--- config.mk ---
export PLATFORM = sky130hd
export DESIGN_NAME = lvds_rx_align_ctrl_flat
export DESIGN_NICKNAME = d
export VERILOG_FILES = /design/src/rtl/lvds_rx_align_ctrl_if.sv /design/src/rtl/lvds_rx_align_ctrl.sv /design/src/flat_wrapper.sv
export SDC_FILE = /design/constraint.sdc
export NUM_CORES = 1
export LEC_CHECK = 0
export BUFFER_PORTS_ARGS = -buffer_cell sky130_fd_sc_hd__buf_4
export CAP_MARGIN = 20
export CORE_MARGIN = 8
export CORE_UTILIZATION = 53
export DETAILED_ROUTE_END_ITERATION = 16
export PLACE_DENSITY = 0.85
export SYNTH_ARGS = -nofsm -noshare
export SYNTH_HDL_FRONTEND = slang
export SYNTH_SLANG_ARGS = --single-unit
--- constraint.sdc ---
create_clock -name rx_clk -period 2.4 [get_ports rx_clk]
set_clock_uncertainty 0.05 [all_clocks]
set_input_delay 0.36 -clock rx_clk [delete_from_list [all_inputs] [get_ports rx_clk]]
set_output_delay 0.36 -clock rx_clk [all_outputs]
set_load 0.02 [all_outputs]
--- src/rtl/lvds_rx_align_ctrl_if.sv ---
// Control/status bundle between an LVDS deserializer and its word-alignment controller.
// The master side drives lock, frame word and restart; the slave side is the controller.
interface lvds_rx_align_ctrl_if #(
    parameter int unsigned SER_FACTOR = 6
);
    logic                  rx_locked;
    logic [SER_FACTOR-1:0] fclk_word;
    logic                  start;
    logic                  rx_data_align;
    logic                  aligned;
    logic                  align_err;
    logic [3:0]            slip_count;
    logic [15:0]           err_count;

    modport master (
        output rx_locked, fclk_word, start,
        input  rx_data_align, aligned, align_err, slip_count, err_count
    );

    modport slave (
        input  rx_locked, fclk_word, start,
        output rx_data_align, aligned, align_err, slip_count, err_count
    );
endinterface

--- src/rtl/lvds_rx_align_ctrl.sv ---
// Frame-clock word aligner: bitslips the deserializer until fclk_word matches the
// expected pattern, then supervises the lock and re-aligns when it is lost.
module lvds_rx_align_ctrl #(
    parameter int unsigned           SER_FACTOR    = 6,
    parameter logic [SER_FACTOR-1:0] FCLK_PATTERN  = 6'b111000,
    parameter int unsigned           SETTLE_CYCLES = 4,
    parameter int unsigned           ALIGN_PULSE   = 2,
    parameter int unsigned           MATCH_COUNT   = 16,
    parameter int unsigned           MAX_SLIPS     = 12,
    parameter int unsigned           MISS_LIMIT    = 4
) (
    input logic                 rx_clk,
    input logic                 reset,
    lvds_rx_align_ctrl_if.slave bus
);

    localparam logic [3:0] SETTLE_N = 4'(SETTLE_CYCLES);
    localparam logic [1:0] PULSE_N  = 2'(ALIGN_PULSE);
    localparam logic [7:0] MATCH_N  = 8'(MATCH_COUNT);
    localparam logic [3:0] SLIPS_N  = 4'(MAX_SLIPS);
    localparam logic [3:0] MISS_N   = 4'(MISS_LIMIT);

    typedef enum logic [2:0] {
        WAIT_LOCK,
        SETTLE,
        CHECK,
        SLIP,
        LOCKED,
        FAIL
    } state_t;

    state_t      state_q;
    logic        sync1_q;
    logic        lock_s_q;
    logic [3:0]  settle_cnt_q;
    logic [1:0]  pulse_cnt_q;
    logic [7:0]  match_cnt_q;
    logic [3:0]  miss_cnt_q;
    logic [3:0]  slip_count_q;
    logic [15:0] err_count_q;
    logic        aligned_q;
    logic        align_err_q;
    logic        rx_data_align_q;

    logic        match;
    logic [7:0]  match_cnt_d;
    logic [3:0]  miss_cnt_d;
    logic [15:0] err_count_d;

    always_comb begin
        match       = (bus.fclk_word == FCLK_PATTERN);
        match_cnt_d = match_cnt_q + 8'd1;
        miss_cnt_d  = miss_cnt_q + 4'd1;
        err_count_d = (err_count_q == '1) ? err_count_q : err_count_q + 16'd1;
    end

    // rx_locked comes straight from the deserializer PLL, unrelated to rx_clk.
    always_ff @(posedge rx_clk or posedge reset) begin
        if (reset) begin
            sync1_q  <= 1'b0;
            lock_s_q <= 1'b0;
        end else begin
            sync1_q  <= bus.rx_locked;
            lock_s_q <= sync1_q;
        end
    end

    always_ff @(posedge rx_clk or posedge reset) begin
        if (reset) begin
            state_q         <= WAIT_LOCK;
            settle_cnt_q    <= '0;
            pulse_cnt_q     <= '0;
            match_cnt_q     <= '0;
            miss_cnt_q      <= '0;
            slip_count_q    <= '0;
            err_count_q     <= '0;
            aligned_q       <= 1'b0;
            align_err_q     <= 1'b0;
            rx_data_align_q <= 1'b0;
        end else if (bus.start) begin
            state_q         <= WAIT_LOCK;
            settle_cnt_q    <= '0;
            pulse_cnt_q     <= '0;
            match_cnt_q     <= '0;
            miss_cnt_q      <= '0;
            slip_count_q    <= '0;
            err_count_q     <= '0;
            aligned_q       <= 1'b0;
            align_err_q     <= 1'b0;
            rx_data_align_q <= 1'b0;
        end else if (!lock_s_q && state_q != WAIT_LOCK) begin
            // Lock loss truncates any slip pulse; error history survives.
            state_q         <= WAIT_LOCK;
            settle_cnt_q    <= '0;
            pulse_cnt_q     <= '0;
            match_cnt_q     <= '0;
            miss_cnt_q      <= '0;
            slip_count_q    <= '0;
            aligned_q       <= 1'b0;
            rx_data_align_q <= 1'b0;
        end else begin
            case (state_q)
                WAIT_LOCK: begin
                    if (lock_s_q) begin
                        settle_cnt_q <= SETTLE_N;
                        state_q      <= SETTLE;
                    end
                end

                SETTLE: begin
                    rx_data_align_q <= 1'b0;
                    settle_cnt_q    <= settle_cnt_q - 4'd1;
                    if (settle_cnt_q <= 4'd1) begin
                        match_cnt_q <= '0;
                        state_q     <= CHECK;
                    end
                end

                CHECK: begin
                    if (match) begin
                        match_cnt_q <= match_cnt_d;
                        if (match_cnt_d == MATCH_N) begin
                            miss_cnt_q <= '0;
                            aligned_q  <= 1'b1;
                            state_q    <= LOCKED;
                        end
                    end else if (slip_count_q < SLIPS_N) begin
                        slip_count_q    <= slip_count_q + 4'd1;
                        pulse_cnt_q     <= PULSE_N;
                        rx_data_align_q <= 1'b1;
                        state_q         <= SLIP;
                    end else begin
                        align_err_q <= 1'b1;
                        state_q     <= FAIL;
                    end
                end

                SLIP: begin
                    if (pulse_cnt_q <= 2'd1) begin
                        rx_data_align_q <= 1'b0;
                        settle_cnt_q    <= SETTLE_N;
                        state_q         <= SETTLE;
                    end else begin
                        pulse_cnt_q <= pulse_cnt_q - 2'd1;
                    end
                end

                LOCKED: begin
                    if (match) begin
                        miss_cnt_q <= '0;
                    end else begin
                        err_count_q <= err_count_d;
                        if (miss_cnt_d == MISS_N) begin
                            // Re-acquire from CHECK without slipping first.
                            miss_cnt_q   <= '0;
                            match_cnt_q  <= '0;
                            slip_count_q <= '0;
                            aligned_q    <= 1'b0;
                            state_q      <= CHECK;
                        end else begin
                            miss_cnt_q <= miss_cnt_d;
                        end
                    end
                end

                FAIL: begin
                    align_err_q <= 1'b1;
                end

                default: begin
                    state_q <= WAIT_LOCK;
                end
            endcase
        end
    end

    assign bus.rx_data_align = rx_data_align_q;
    assign bus.aligned       = aligned_q;
    assign bus.align_err     = align_err_q;
    assign bus.slip_count    = slip_count_q;
    assign bus.err_count     = err_count_q;

endmodule

--- src/flat_wrapper.sv ---
// flat-port wrapper written by rule: the top's interface ports become plain ports
module lvds_rx_align_ctrl_flat 
#(
    parameter int unsigned           SER_FACTOR    = 6,
    parameter logic [SER_FACTOR-1:0] FCLK_PATTERN  = 6'b111000,
    parameter int unsigned           SETTLE_CYCLES = 4,
    parameter int unsigned           ALIGN_PULSE   = 2,
    parameter int unsigned           MATCH_COUNT   = 16,
    parameter int unsigned           MAX_SLIPS     = 12,
    parameter int unsigned           MISS_LIMIT    = 4
)
  (rx_clk, reset, bus_rx_locked, bus_fclk_word, bus_start, bus_rx_data_align, bus_aligned, bus_align_err, bus_slip_count, bus_err_count);
  lvds_rx_align_ctrl_if #(.SER_FACTOR(SER_FACTOR)) bus_i ();
  input logic rx_clk;
  input logic reset;
  input wire logic [$bits(bus_i.rx_locked)-1:0] bus_rx_locked;
  input wire logic [$bits(bus_i.fclk_word)-1:0] bus_fclk_word;
  input wire logic [$bits(bus_i.start)-1:0] bus_start;
  output wire logic [$bits(bus_i.rx_data_align)-1:0] bus_rx_data_align;
  output wire logic [$bits(bus_i.aligned)-1:0] bus_aligned;
  output wire logic [$bits(bus_i.align_err)-1:0] bus_align_err;
  output wire logic [$bits(bus_i.slip_count)-1:0] bus_slip_count;
  output wire logic [$bits(bus_i.err_count)-1:0] bus_err_count;
  assign bus_i.rx_locked = bus_rx_locked;
  assign bus_i.fclk_word = bus_fclk_word;
  assign bus_i.start = bus_start;
  assign bus_rx_data_align = bus_i.rx_data_align;
  assign bus_aligned = bus_i.aligned;
  assign bus_align_err = bus_i.align_err;
  assign bus_slip_count = bus_i.slip_count;
  assign bus_err_count = bus_i.err_count;
  lvds_rx_align_ctrl #(.SER_FACTOR(SER_FACTOR), .FCLK_PATTERN(FCLK_PATTERN), .SETTLE_CYCLES(SETTLE_CYCLES), .ALIGN_PULSE(ALIGN_PULSE), .MATCH_COUNT(MATCH_COUNT), .MAX_SLIPS(MAX_SLIPS), .MISS_LIMIT(MISS_LIMIT)) u_core (.rx_clk(rx_clk), .reset(reset), .bus(bus_i));
endmodule
[Word-level counts from Yosys, hierarchy flattened]
Cells that the tools add are included.
Storage, ports and cells
  register bits: 46
  bits of input ports: 10
  output and inout bits: 23
  word-level logic and storage cells: 134
Cells by class
  add/sub/neg operators: 6
  magnitude comparators: 3
  equal/unequal tests: 26
  multiplexer cells: 66
  reduce and logical (&&, ||, !) cells: 21
Operators by type and width (number)
  two-way mux 16 bit: 5
  two-way mux 4 bit: 16
  two-way mux 8 bit: 6
  two-way mux 3 bit: 10
  inequality test 4 x 2 -> 1 bit, second input constant: 7
  one-hot mux 8 bit (3 select lines): 1
  one-hot mux 3 bit (6 select lines): 1
  adder 16 x 1 -> 16 bit, second input constant: 1
  equality test 16 bit, second input constant: 1
  one-hot mux 4 bit (2 select lines): 2
  AND reduction 4 bit: 4
  two-way mux 1 bit: 15
  AND reduction 5 bit: 3
  nonzero test 5 bit: 3
  one-hot mux 4 bit (3 select lines): 1
  two-way mux 2 bit: 5
  adder 4 x 1 -> 4 bit, second input constant: 2
  adder 8 x 1 -> 8 bit, second input constant: 1
  equality test 8 x 5 -> 1 bit, second input constant: 1
  inequality test 4 bit, second input constant: 2
  nonzero test 4 bit: 2
  AND reduction 7 bit: 1
  equality test 3 x 2 -> 1 bit, second input constant: 2
  equality test 3 bit, second input constant: 2
  22 further kinds: 28

[Depth between registers and ports, before layout]
Gate-level depths: netlist of the first run.
  word-level depth: 7
  depth in mapped cells: 7

[Least setup slack after synthesis of the first run]
No wires, ideal clock.
  path type: in2reg
  start: input bus_fclk_word[1]
  end: register u_core.match_cnt_q[6]
  library setup time: 0.126 ns
  arrival time: 2.212 ns
  required time: 2.224 ns
  slack: 0.012 ns
  cell stages on the path: 5
  path through: or4b_4 -> or3b_4 -> nor3b_1 -> or3b_4 -> a221o_1
On the way
  longest elaborated chain between the ends: 3
  elaborated cells on any way between the ends: 4
  classes of those cells: eq/ne (3); reduce/logical (1)
RTL lines
  start, declared: RTL line flat_wrapper.sv:17  | input wire logic [$bits(bus_i.fclk_word)-1:0] bus_fclk_word;
  equality test 6 bit (*): RTL line lvds_rx_align_ctrl.sv:51  | match = (bus.fclk_word == FCLK_PATTERN);
  inequality test 4 bit (no line) / inequality test 4 x 2 -> 1 bit (equally long branches)
  AND reduction 5 bit (no line) (*)
  end signal, assigned: RTL line lvds_rx_align_ctrl.sv:121  | match_cnt_q <= match_cnt_d;
  end, declared: RTL line lvds_rx_align_ctrl.sv:37  | logic [7:0] match_cnt_q;
Mark *: on every way between the ends. The rest lies on a longest branch, timed or not.
A chain may end at the register's enable or synchronous reset.

[Worst setup path after layout of the first run]
  start: register u_core.state_q[1]
  end: register u_core.miss_cnt_q[1]
On the way
  longest elaborated chain between the ends: 4
  elaborated cells on any way between the ends: 11
  classes of those cells: eq/ne (4); mux (3); reduce/logical (4)
RTL lines
  start, declared: RTL line lvds_rx_align_ctrl.sv:32  | state_t state_q;
  start signal, assigned: RTL line lvds_rx_align_ctrl.sv:70  | state_q <= WAIT_LOCK;
  start signal, assigned: RTL line lvds_rx_align_ctrl.sv:81  | state_q <= WAIT_LOCK;
  start signal, assigned: RTL line lvds_rx_align_ctrl.sv:93  | state_q <= WAIT_LOCK;
  equality test 3 bit (tied with other cells): RTL line lvds_rx_align_ctrl.sv:102  | case (state_q)
  one-hot mux 4 bit (2 select lines) / logical AND 1 bit (equally long branches): RTL line lvds_rx_align_ctrl.sv:102, lvds_rx_align_ctrl.sv:91
  two-way mux 4 bit (tied with other cells): RTL line lvds_rx_align_ctrl.sv:91  | end else if (!lock_s_q && state_q != WAIT_LOCK) begin
  two-way mux 4 bit / AND reduction 3 bit (equally long branches)
  end signal, assigned: RTL line lvds_rx_align_ctrl.sv:161  | miss_cnt_q <= miss_cnt_d;
  end, declared: RTL line lvds_rx_align_ctrl.sv:38  | logic [3:0] miss_cnt_q;
Several ways; a longest one is shown, not always the timed one.

==> results of run 1 <==
==> metal layers <==
metal | GRT usage | vias up
met5 | 0 | -
met1 | 0.217 | 1204
li1 | - | 1191
met4 | 0.0641 | 0
met2 | 0.291 | 90
met3 | 0.0415 | 9
==> registers in the layout (all words and copies together), names as in the netlist <==
register,flops
u_core.pulse_cnt_q,2
u_core.bus.slip_count,4
u_core.bus.aligned,1
u_core.match_cnt_q,8
u_core.bus.rx_data_align,1
u_core.sync1_q,1
u_core.lock_s_q,1
u_core.miss_cnt_q,4
u_core.settle_cnt_q,4
u_core.bus.align_err,1
u_core.bus.err_count,16
u_core.state_q,3
==> cells in the mapped netlist (5+ instances only) <==
cell      count
dfrtp_1      46
inv_1        10
nand2_1      20
nor3b_1       7
nor2b_1       5
and3_1        5
o21ai_0      12
a31oi_1       8
nand4_1       6
nor4_1        9
nand3_1      13
a21oi_1      16
xnor2_1      16
nor2_1       30
ha_1          8
nor3_1       10
clkbuf_1      7
==> cells in the final DEF (no fill, tap or decap), types with 3 or more instances in the layout <==
| cell | instances |
|---|---|
| buf_4 | 55 |
| dfrtp_1 | 46 |
| nor2_1 | 30 |
| nand2_1 | 20 |
| a21oi_1 | 16 |
| xnor2_1 | 16 |
| nand3_1 | 13 |
| o21ai_0 | 12 |
| nor3_1 | 10 |
| inv_1 | 9 |
| nor4_1 | 9 |
| a31oi_1 | 8 |
| ha_1 | 8 |
| nor3b_1 | 7 |
| nand4_1 | 6 |
| clkbuf_8 | 6 |
| nor2b_1 | 5 |
| and3_1 | 5 |
| nand3b_1 | 3 |
| o21a_1 | 3 |
| or3_2 | 3 |
| a21o_1 | 3 |
| mux2i_1 | 3 |
| o2bb2ai_1 | 3 |
| o31ai_1 | 3 |
==> stage by stage <==
step / util / hold slack, ns / area, sq um / cells / TNS (ns)
floorplan: - / 0.281 / 2700 / 291 / 0
global placement: 0.631 / 0.293 / 3160 / 407 / -0.290
detailed placement: 0.631 / 0.291 / 3160 / 407 / -0.457
CTS: 0.650 / 0.109 / 3250 / 415 / 0
global route: 0.650 / 0.107 / 3250 / 415 / 0
finish: 0.650 / 0.115 / 3250 / 415 / 0
==> power groups by stage <==
stage | logic (W) | registers, W | clock network [W]
2_1_floorplan | 0.000332 | 0.000875 | 0
3_3_place_gp | 0.000478 | 0.000874 | 0
3_5_place_dp | 0.000495 | 0.000877 | 0
4_1_cts | 0.000500 | 0.000862 | 0.000507
5_1_grt | 0.000550 | 0.000871 | 0.000542
6_report | 0.000502 | 0.000863 | 0.000496
==> cell families (layout without fill, tap and decap cells) <==
family	after synthesis	count (layout)	synth area share
muxes	5	5	0.0195
AOI/OAI and AO/OA	68	68	0.171
adders and majority gates	8	8	0.0371
DFF	46	46	0.426
xor gates and xnor gates	17	17	0.0551
and+or+nand+nor	128	128	0.262
buffers and inverters	19	73	0.0292
==> cell type report <==
type,instances,area share
multi-input cells,226,0.452
flip-flops and latches,46,0.354
repair buffers,55,0.127
well taps,70,0.0269
clock buffers,6,0.0254
inverters,10,0.0115
clock inverters,2,0.00384
==> worst paths after layout <==
kind                       slack [ns]                                end                     startpoint
max                              0.13   u_core.miss_cnt_q[1]$_DFFE_PP0P_  u_core.state_q[1]$_DFFE_PP0P_
min in group asynchronous        0.14   u_core.miss_cnt_q[3]$_DFFE_PP0P_                          reset
min                              0.12           u_core.sync1_q$_DFF_PP0_                  bus_rx_locked
max in group asynchronous        1.76  u_core.pulse_cnt_q[0]$_DFFE_PP0P_                          reset
max reg2reg                      0.13   u_core.miss_cnt_q[1]$_DFFE_PP0P_  u_core.state_q[1]$_DFFE_PP0P_
min reg2reg                      0.31          u_core.lock_s_q$_DFF_PP0_       u_core.sync1_q$_DFF_PP0_
==> results.toml, run 1 <==
[run_status]
status = "finished, final reports clean"

[sta]
setup_violations = 0
worstMarginPinSlew_ns = 0.565
rsz0062_at_grt = "no"
fin_crit_sh = 0.948
fin_ws_ns = 0.125
final_hold_viol_count = 0
max_freq_ghz = 0.440
period_needed_ns = 2.27
maxSlewViolCount = 0
slew_headroom = 0.623

[floorplanning]
die-area_sq_mm = 0.00763
rows = 26
die_h_um = 87.4
initial_utilization = 0.539
io_pins = 33
die_x_um = 87.4
core-area_sq_mm = 0.00501

[clocking]
numClockSinks = 46
cts-root-buf = "clkbuf_8"
clk_pin_slew_worst_paths_ns = 0.09
cts_hold_buffers = 0
clock_path_buffers = 2
htreeDepth = 2
cts-buffers-inserted = 5
cts_tree = "done"
clk_latency_ns = 0.30
cts_setup_buffers = 0
cts_resized = 0

[worst_hold_path]
hold_path.class = "in -> reg"
holdPathStages = 1

[worst_setup_path]
critPathKind = "reg -> reg"
crit_buf_inv = 2
required_ns = 2.55
critical-path-top-delay-family = "simple AND/OR/NAND/NOR gates"
cp-start-kind = "flop"
reg2regPathDepth = 7
worst-path-max-fanout = 6
worstPathCellList = "nor3b_1 > or3b_4 > buf_4 > nor4_1 > buf_4 > nor2_1 > a22o_1"
crit_top_cell = "buf_4"
slowest_delay_ns = 0.45
cpMaxStageDelayCell = "dfrtp_1"
cp-end-kind = "flop"
worstPathArrival_ns = 2.43
crit_cells = 7

[routing]
first_pass_iters = 4
antenna_left = 0
m1WireLength_mm = 2.73
highest_layer = "met4"
wl_mm = 6.43
dr.first_iter.drc_count = 149
routed-wl-met3_um = 442
routed-wl-met2_mm = 3.18
drc = 0
via_per_inst = 6.01
wl_per_cell_um = 15.5
num_vias = 2494

[yosys]
synthFlopType = "dfrtp_1"
syn_nets = 309
synth-edff-count = 0
synth_area_leader_cell = "dfrtp_1"
ys_seq_area_frac = 0.426
synthCells = 291
synth.avg_cell_area_sq_um = 9.28
synth_top_area_frac = 0.426
netlist_area_sq_mm = 0.00270
netlist-cell-type-count = 52
yosysWarnings = 0
synth_area_leaders = "dfrtp_1 43%, xnor2_1 5.2%, nor2_1 4.2%, ha_1 3.7%, a21oi_1 3.0%"
yosys_register_bits = 46
ys_async_sr_fraction = 1.00

[placement]
place_hpwl_mm = 4.71
place_congestion = 0.836
portBuffers = 32
pre_cts_ws_ns = -0.0982

[global_routing]
grt_pass1_vias = 2340
grt_pass1_wl_mm = 10.9
overflow = 0
track_usage = 0.176
grt_max_degree = 47
antenna_found_initial = 0

[power]
pwr-share-comb = 0.270
finalPower_w = 0.00186
pwr-share-clk = 0.267
power.switching_w = 0.000588
leakagePower_nw = 1.48
p_int_w = 0.00127
seqPwrFrac = 0.464
swShare = 0.316
p_per_area_mw_per_mm2 = 572
peakVddDrop_mv = 0.390

[flow_run]
max_cap_viol_count = 0

[final_layout]
multi_input_area_sq_mm = 0.00147
drive_above_1_share = 0.226
area_delta_synth_final_pct = 20.5
seqCellArea_sq_mm = 0.00115
nFillCells = 416
n_antenna_cell = 0
finish.net_count = 362
Power figures use the tool's default switching activity.
==> run 2, diff against run 1 <==
--- a/config.mk
+++ b/config.mk
@@ -7,10 +7,13 @@
 export LEC_CHECK = 0
 export BUFFER_PORTS_ARGS = -buffer_cell sky130_fd_sc_hd__buf_4
 export CAP_MARGIN = 20
+export CELL_PAD_IN_SITES_DETAIL_PLACEMENT = 2
+export CELL_PAD_IN_SITES_GLOBAL_PLACEMENT = 2
 export CORE_MARGIN = 8
-export CORE_UTILIZATION = 53
+export CORE_UTILIZATION = 36
+export CTS_CLUSTER_DIAMETER = 120
 export DETAILED_ROUTE_END_ITERATION = 16
-export PLACE_DENSITY = 0.85
+export PLACE_DENSITY = 0.9
 export SYNTH_ARGS = -nofsm -noshare
 export SYNTH_HDL_FRONTEND = slang
 export SYNTH_SLANG_ARGS = --single-unit
==> run 2 against run 1 <==
  * Setup slack got worse by 0.076 ns
  * Non-clock buffer count increased by 4
  * Critical path type unchanged
  * Final cell count increased by 8.0%
  * Highest routed layer unchanged
  * Clock-buffer cell count increased by 1
  * Largest cell class unchanged
  * Power increased by 6.1%
==> results.toml, run 2 (synthesis gave the netlist of run 1 again) <==
[floorplanning]
core-area_sq_mm = 0.00725
die-area_sq_mm = 0.0105
die_x_um = 103
die_h_um = 103
io_pins = 33
initial_utilization = 0.372
rows = 31

[clocking]
cts_tree = "done"
cts_setup_buffers = 0
htreeDepth = 2
cts-buffers-inserted = 5
numClockSinks = 46
clock_path_buffers = 2
clk_latency_ns = 0.31
clk_pin_slew_worst_paths_ns = 0.09
cts-root-buf = "clkbuf_8"

[final_layout]
seqCellArea_sq_mm = 0.00115
instances_no_fill = 448
area_delta_synth_final_pct = 23.1
layout_commonest_cell = "buf_4"
n_antenna_cell = 0
largest_reg_flops = 16
multi_input_area_sq_mm = 0.00148
drive_above_1_share = 0.232
finish.net_count = 366
final_cell_mix = "58 x buf_4, 46 x dfrtp_1, 30 x nor2_1"
nFillCells = 799

[power]
leakagePower_nw = 1.51
finalPower_w = 0.00198
p_per_area_mw_per_mm2 = 594
peakVddDrop_mv = 0.256

[worst_setup_path]
slowest_delay_ns = 0.47
cp-end-kind = "flop"
critical-path-top-delay-family = "simple AND/OR/NAND/NOR gates"
critPathKind = "reg -> reg"
cp-start-kind = "flop"
required_ns = 2.54
worst-path-max-fanout = 16
reg2regPathDepth = 7
worstPathArrival_ns = 2.49
crit_top_cell = "buf_4"
ff2ff_setup_slack_ns = 0.05
r2r-end = "u_core.bus.err_count[9]$_DFFE_PP0P_"
r2r_start = "u_core.state_q[0]$_DFFE_PP0P_"
cpMaxStageDelayCell = "nor3b_1"
crit_buf_inv = 2
worstPathCellList = "buf_4 > nor3b_1 > o211ai_1 > buf_4 > nor4_1 > xnor2_1 > nor2_1"

[worst_hold_path]
holdPathStages = 1
hold_path.class = "in -> reg"
min_from = "bus_rx_locked"
hold_end = "u_core.sync1_q$_DFF_PP0_"

[global_routing]
grt_max_degree = 23
antenna_found_initial = 0
grt_pass1_vias = 2962
overflow = 0
track_usage = 0.198
grt_pass1_wl_mm = 16.1

[sta]
final_hold_viol_count = 0
max_freq_ghz = 0.425
setup_violations = 0
slew_headroom = 0.656
worstMarginPinSlew_ns = 0.515
holdWs_ns = 0.112
fin_ws_ns = 0.0491
fin_crit_sh = 0.980
rsz0062_at_grt = "yes"
setup-tns-final_ns = 0
maxSlewViolCount = 0
period_needed_ns = 2.35

[routing]
drc = 0
antenna_left = 0
dr.first_iter.drc_count = 113
via_per_inst = 5.83
num_vias = 2612
wl_mm = 10.0
first_pass_iters = 4
wl_per_cell_um = 22.4

[placement]
place_hpwl_mm = 7.28
portBuffers = 32
dpl.cell_count = 439
place_congestion = 0.768
pre_cts_ws_ns = -0.170

[flow_run]
max_cap_viol_count = 0

[run_status]
status = "finished, final reports clean"
## run 2: cell count changes in the layout (fill, tap and decap cells not counted), sizes merged
| cell | before | now |
|---|---|---|
| buf | 55 | 58 |
| clkbuf | 6 | 7 |
| clkinvlp | 1 | 0 |
| dlygate4sd3 | 0 | 1 |
## run 2: layer usage
layer,track usage,wire length [um],up-vias
met5,0,0,-
met4,0.0801,295,0
met3,0.0338,403,28
met2,0.360,5260,69
met1,0.223,4080,1323
li1,-,-,1192
## run 2: worst max-delay path by stage
| stage | start | slack [ns] | cells past startpoint | end |
|---|---|---|---|---|
| after detailed placement | bus_fclk_word[1] | -0.17 | 8 | u_core.miss_cnt_q[1]$_DFFE_PP0P_ |
| after global placement | bus_fclk_word[1] | -0.08 | 8 | u_core.miss_cnt_q[1]$_DFFE_PP0P_ |
| after global routing | u_core.state_q[0]$_DFFE_PP0P_ | -0.04 | 7 | u_core.bus.err_count[9]$_DFFE_PP0P_ |
| final | u_core.state_q[0]$_DFFE_PP0P_ | 0.05 | 7 | u_core.bus.err_count[9]$_DFFE_PP0P_ |
| after CTS | u_core.state_q[0]$_DFFE_PP0P_ | 0.01 | 9 | u_core.match_cnt_q[4]$_DFFE_PP0P_ |
| after floorplan | bus_fclk_word[1] | 0.01 | 5 | u_core.match_cnt_q[6]$_DFFE_PP0P_ |
## run 2: repair_timing
action	CTS	global route
endpoints found under the setup margin	0	8
resized for setup	0	2
hold endpoints to repair	8	0
hold buffers	1	0
## run 2: cell type report
cell class / count / area share
inverters: 10 / 0.0113
repair buffers: 59 / 0.134
well taps: 99 / 0.0373
flip-flops and latches: 46 / 0.346
clock buffers: 7 / 0.0260
clock inverters: 1 / 0.00151
multi-input cells: 226 / 0.444
## run 2: power by group
group | switching [W] | leakage, nW | internal (W) | total [W]
clock network | 0.000288 | 0.0482 | 0.000233 | 0.000521
logic | 0.000340 | 0.829 | 0.000244 | 0.000585
registers | 0.0000492 | 0.631 | 0.000820 | 0.000869
total | 0.000678 | 1.51 | 0.00130 | 0.00198
## run 2: metrics by stage
step	util	area (sq um)
final	0.458	3320
after CTS	0.458	3320
after floorplan	-	2700
after global placement	0.444	3220
after global routing	0.458	3320
after detailed placement	0.444	3220
==> run 3, diff against run 2 <==
--- a/config.mk
+++ b/config.mk
@@ -12,8 +12,10 @@
 export CORE_MARGIN = 8
 export CORE_UTILIZATION = 36
 export CTS_CLUSTER_DIAMETER = 120
+export CTS_CLUSTER_SIZE = 8
 export DETAILED_ROUTE_END_ITERATION = 16
 export PLACE_DENSITY = 0.9
+export RECOVER_POWER = 50
 export SYNTH_ARGS = -nofsm -noshare
 export SYNTH_HDL_FRONTEND = slang
 export SYNTH_SLANG_ARGS = --single-unit
==> run 3 against run 2 <==
  * Non-clock buffer count did not move
  * Routed wire length shrank 0.32%
  * Critical path type unchanged
  * Hold slack better by 0.022 ns
==> results.toml, run 3 (synthesis gave the netlist of run 1 again) <==
[worst_setup_path]
critical-path-top-delay-family = "simple AND/OR/NAND/NOR gates"
crit_buf_inv = 2
critPathKind = "reg -> reg"
slowest_delay_ns = 0.48
worst-path-max-fanout = 16
cp-start-kind = "flop"
cp-end-kind = "flop"
required_ns = 2.54
worstPathCellList = "buf_4 > nor3b_1 > o211ai_1 > buf_4 > nor4_1 > xnor2_1 > nor2_1"
crit_top_cell = "buf_4"
worstPathArrival_ns = 2.50
cpMaxStageDelayCell = "nor3b_1"

[sta]
setup-tns-final_ns = 0
rsz0062_at_grt = "yes"
final_hold_viol_count = 0
setup_violations = 0
worstMarginPinSlew_ns = 0.992
holdWs_ns = 0.133
maxSlewViolCount = 0
fin_crit_sh = 0.981
slew_headroom = 0.339
period_needed_ns = 2.36
max_freq_ghz = 0.425

[clocking]
cts-root-buf = "clkbuf_8"
cts-buffers-inserted = 5
clk_pin_slew_worst_paths_ns = 0.09
htreeDepth = 2
clock_path_buffers = 2
clk_latency_ns = 0.31
numClockSinks = 46
cts_setup_buffers = 0
cts_tree = "done"

[routing]
drc = 0
routed-wl-met2_mm = 5.24
num_vias = 2613
highest_layer = "met4"
antenna_left = 0
wl_per_cell_um = 22.3
m1WireLength_mm = 4.10
routed-wl-met3_um = 371
via_per_inst = 5.83
first_pass_iters = 4
dr.first_iter.drc_count = 114
wl_mm = 10.0

[placement]
place_congestion = 0.768
place_hpwl_mm = 7.28
portBuffers = 32

[final_layout]
n_antenna_cell = 0
finish.net_count = 366
area_delta_synth_final_pct = 21.9
nFillCells = 809
drive_above_1_share = 0.206
final_cell_mix = "47 x buf_4, 46 x dfrtp_1, 30 x nor2_1"
largest_reg_flops = 16
layout_commonest_cell = "buf_4"

[floorplanning]
die_h_um = 103
die-area_sq_mm = 0.0105
initial_utilization = 0.372
rows = 31
io_pins = 33
die_x_um = 103
core-area_sq_mm = 0.00725

[global_routing]
grt_pass1_vias = 2962
track_usage = 0.198
overflow = 0
grt_max_degree = 23
grt_pass1_wl_mm = 16.1
antenna_found_initial = 0

[worst_hold_path]
hold_path.class = "in -> reg"

[power]
power.switching_w = 0.000675
seqPwrFrac = 0.442
pwr-share-clk = 0.265
p_int_w = 0.00129
peakVddDrop_mv = 0.255
p_per_area_mw_per_mm2 = 597
leakagePower_nw = 1.48
swShare = 0.344
pwr-share-comb = 0.293

[run_status]
status = "finished, final reports clean"

[flow_run]
max_cap_viol_count = 0
run 3: per-layer routing:
| layer | track usage | vias to the layer above |
|---|---|---|
| li1 | - | 1193 |
| met1 | 0.223 | 1329 |
| met2 | 0.360 | 63 |
| met3 | 0.0338 | 28 |
| met4 | 0.0801 | 0 |
| met5 | 0 | - |
run 3: what timing repair did:
action | CTS | global route
setup endpoints to repair | 0 | 8
endpoints found under the hold margin | 8 | 0
hold buffers | 1 | 0
resized for setup | 0 | 2
run 3: per-stage QoR:
step           power [W]  cells   util  setup WS (ns)  cell area, sq um
2_1_floorplan    0.00121    291      -         0.0118              2700
3_3_place_gp     0.00139    439  0.444        -0.0792              3220
3_5_place_dp     0.00144    439  0.444         -0.170              3220
4_1_cts          0.00197    448  0.458         0.0125              3320
5_1_grt          0.00206    448  0.454        -0.0395              3290
6_report         0.00196    448  0.454         0.0445              3290
run 3: cell type report:
class / instances / area, sq um / area share
clock buffer: 7 / 86.3 / 0.0262
timing repair buffer: 59 / 413 / 0.125
multi-input combinational: 226 / 1480 / 0.448
tap: 99 / 124 / 0.0376
sequential: 46 / 1150 / 0.350
clock inverter: 1 / 5.00 / 0.00152
inverter: 10 / 37.5 / 0.0114
run 3: final timing paths:
kind | to | slack, ns | cells after the start | from
setup / recovery | u_core.bus.err_count[9]$_DFFE_PP0P_ | 0.04 | 7 | u_core.state_q[0]$_DFFE_PP0P_
hold / removal | u_core.sync1_q$_DFF_PP0_ | 0.13 | 1 | bus_rx_locked
setup reg to reg | u_core.bus.err_count[9]$_DFFE_PP0P_ | 0.04 | 7 | u_core.state_q[0]$_DFFE_PP0P_
hold reg to reg | u_core.lock_s_q$_DFF_PP0_ | 0.32 | 0 | u_core.sync1_q$_DFF_PP0_
max in group asynchronous | u_core.match_cnt_q[3]$_DFFE_PP0P_ | 0.48 | 4 | reset
min in group asynchronous | u_core.bus.err_count[12]$_DFFE_PP0P_ | 0.57 | 3 | reset
run 3: worst reg2reg max path, stage by stage (launching register included):
cell and delay (ns):
dfrtp_1 0.41, buf_4 0.21, nor3b_1 0.48, o211ai_1 0.16, buf_4 0.22, nor4_1 0.46, xnor2_1 0.19, nor2_1 0.08
run 3: power by group through the flow:
stage | Combinational [W] | Sequential [W] | Clock, W
finish | 0.000575 | 0.000868 | 0.000521
global route | 0.000628 | 0.000875 | 0.000553
CTS | 0.000579 | 0.000867 | 0.000528
detailed placement | 0.000557 | 0.000879 | 0
global placement | 0.000515 | 0.000874 | 0
floorplan | 0.000332 | 0.000875 | 0
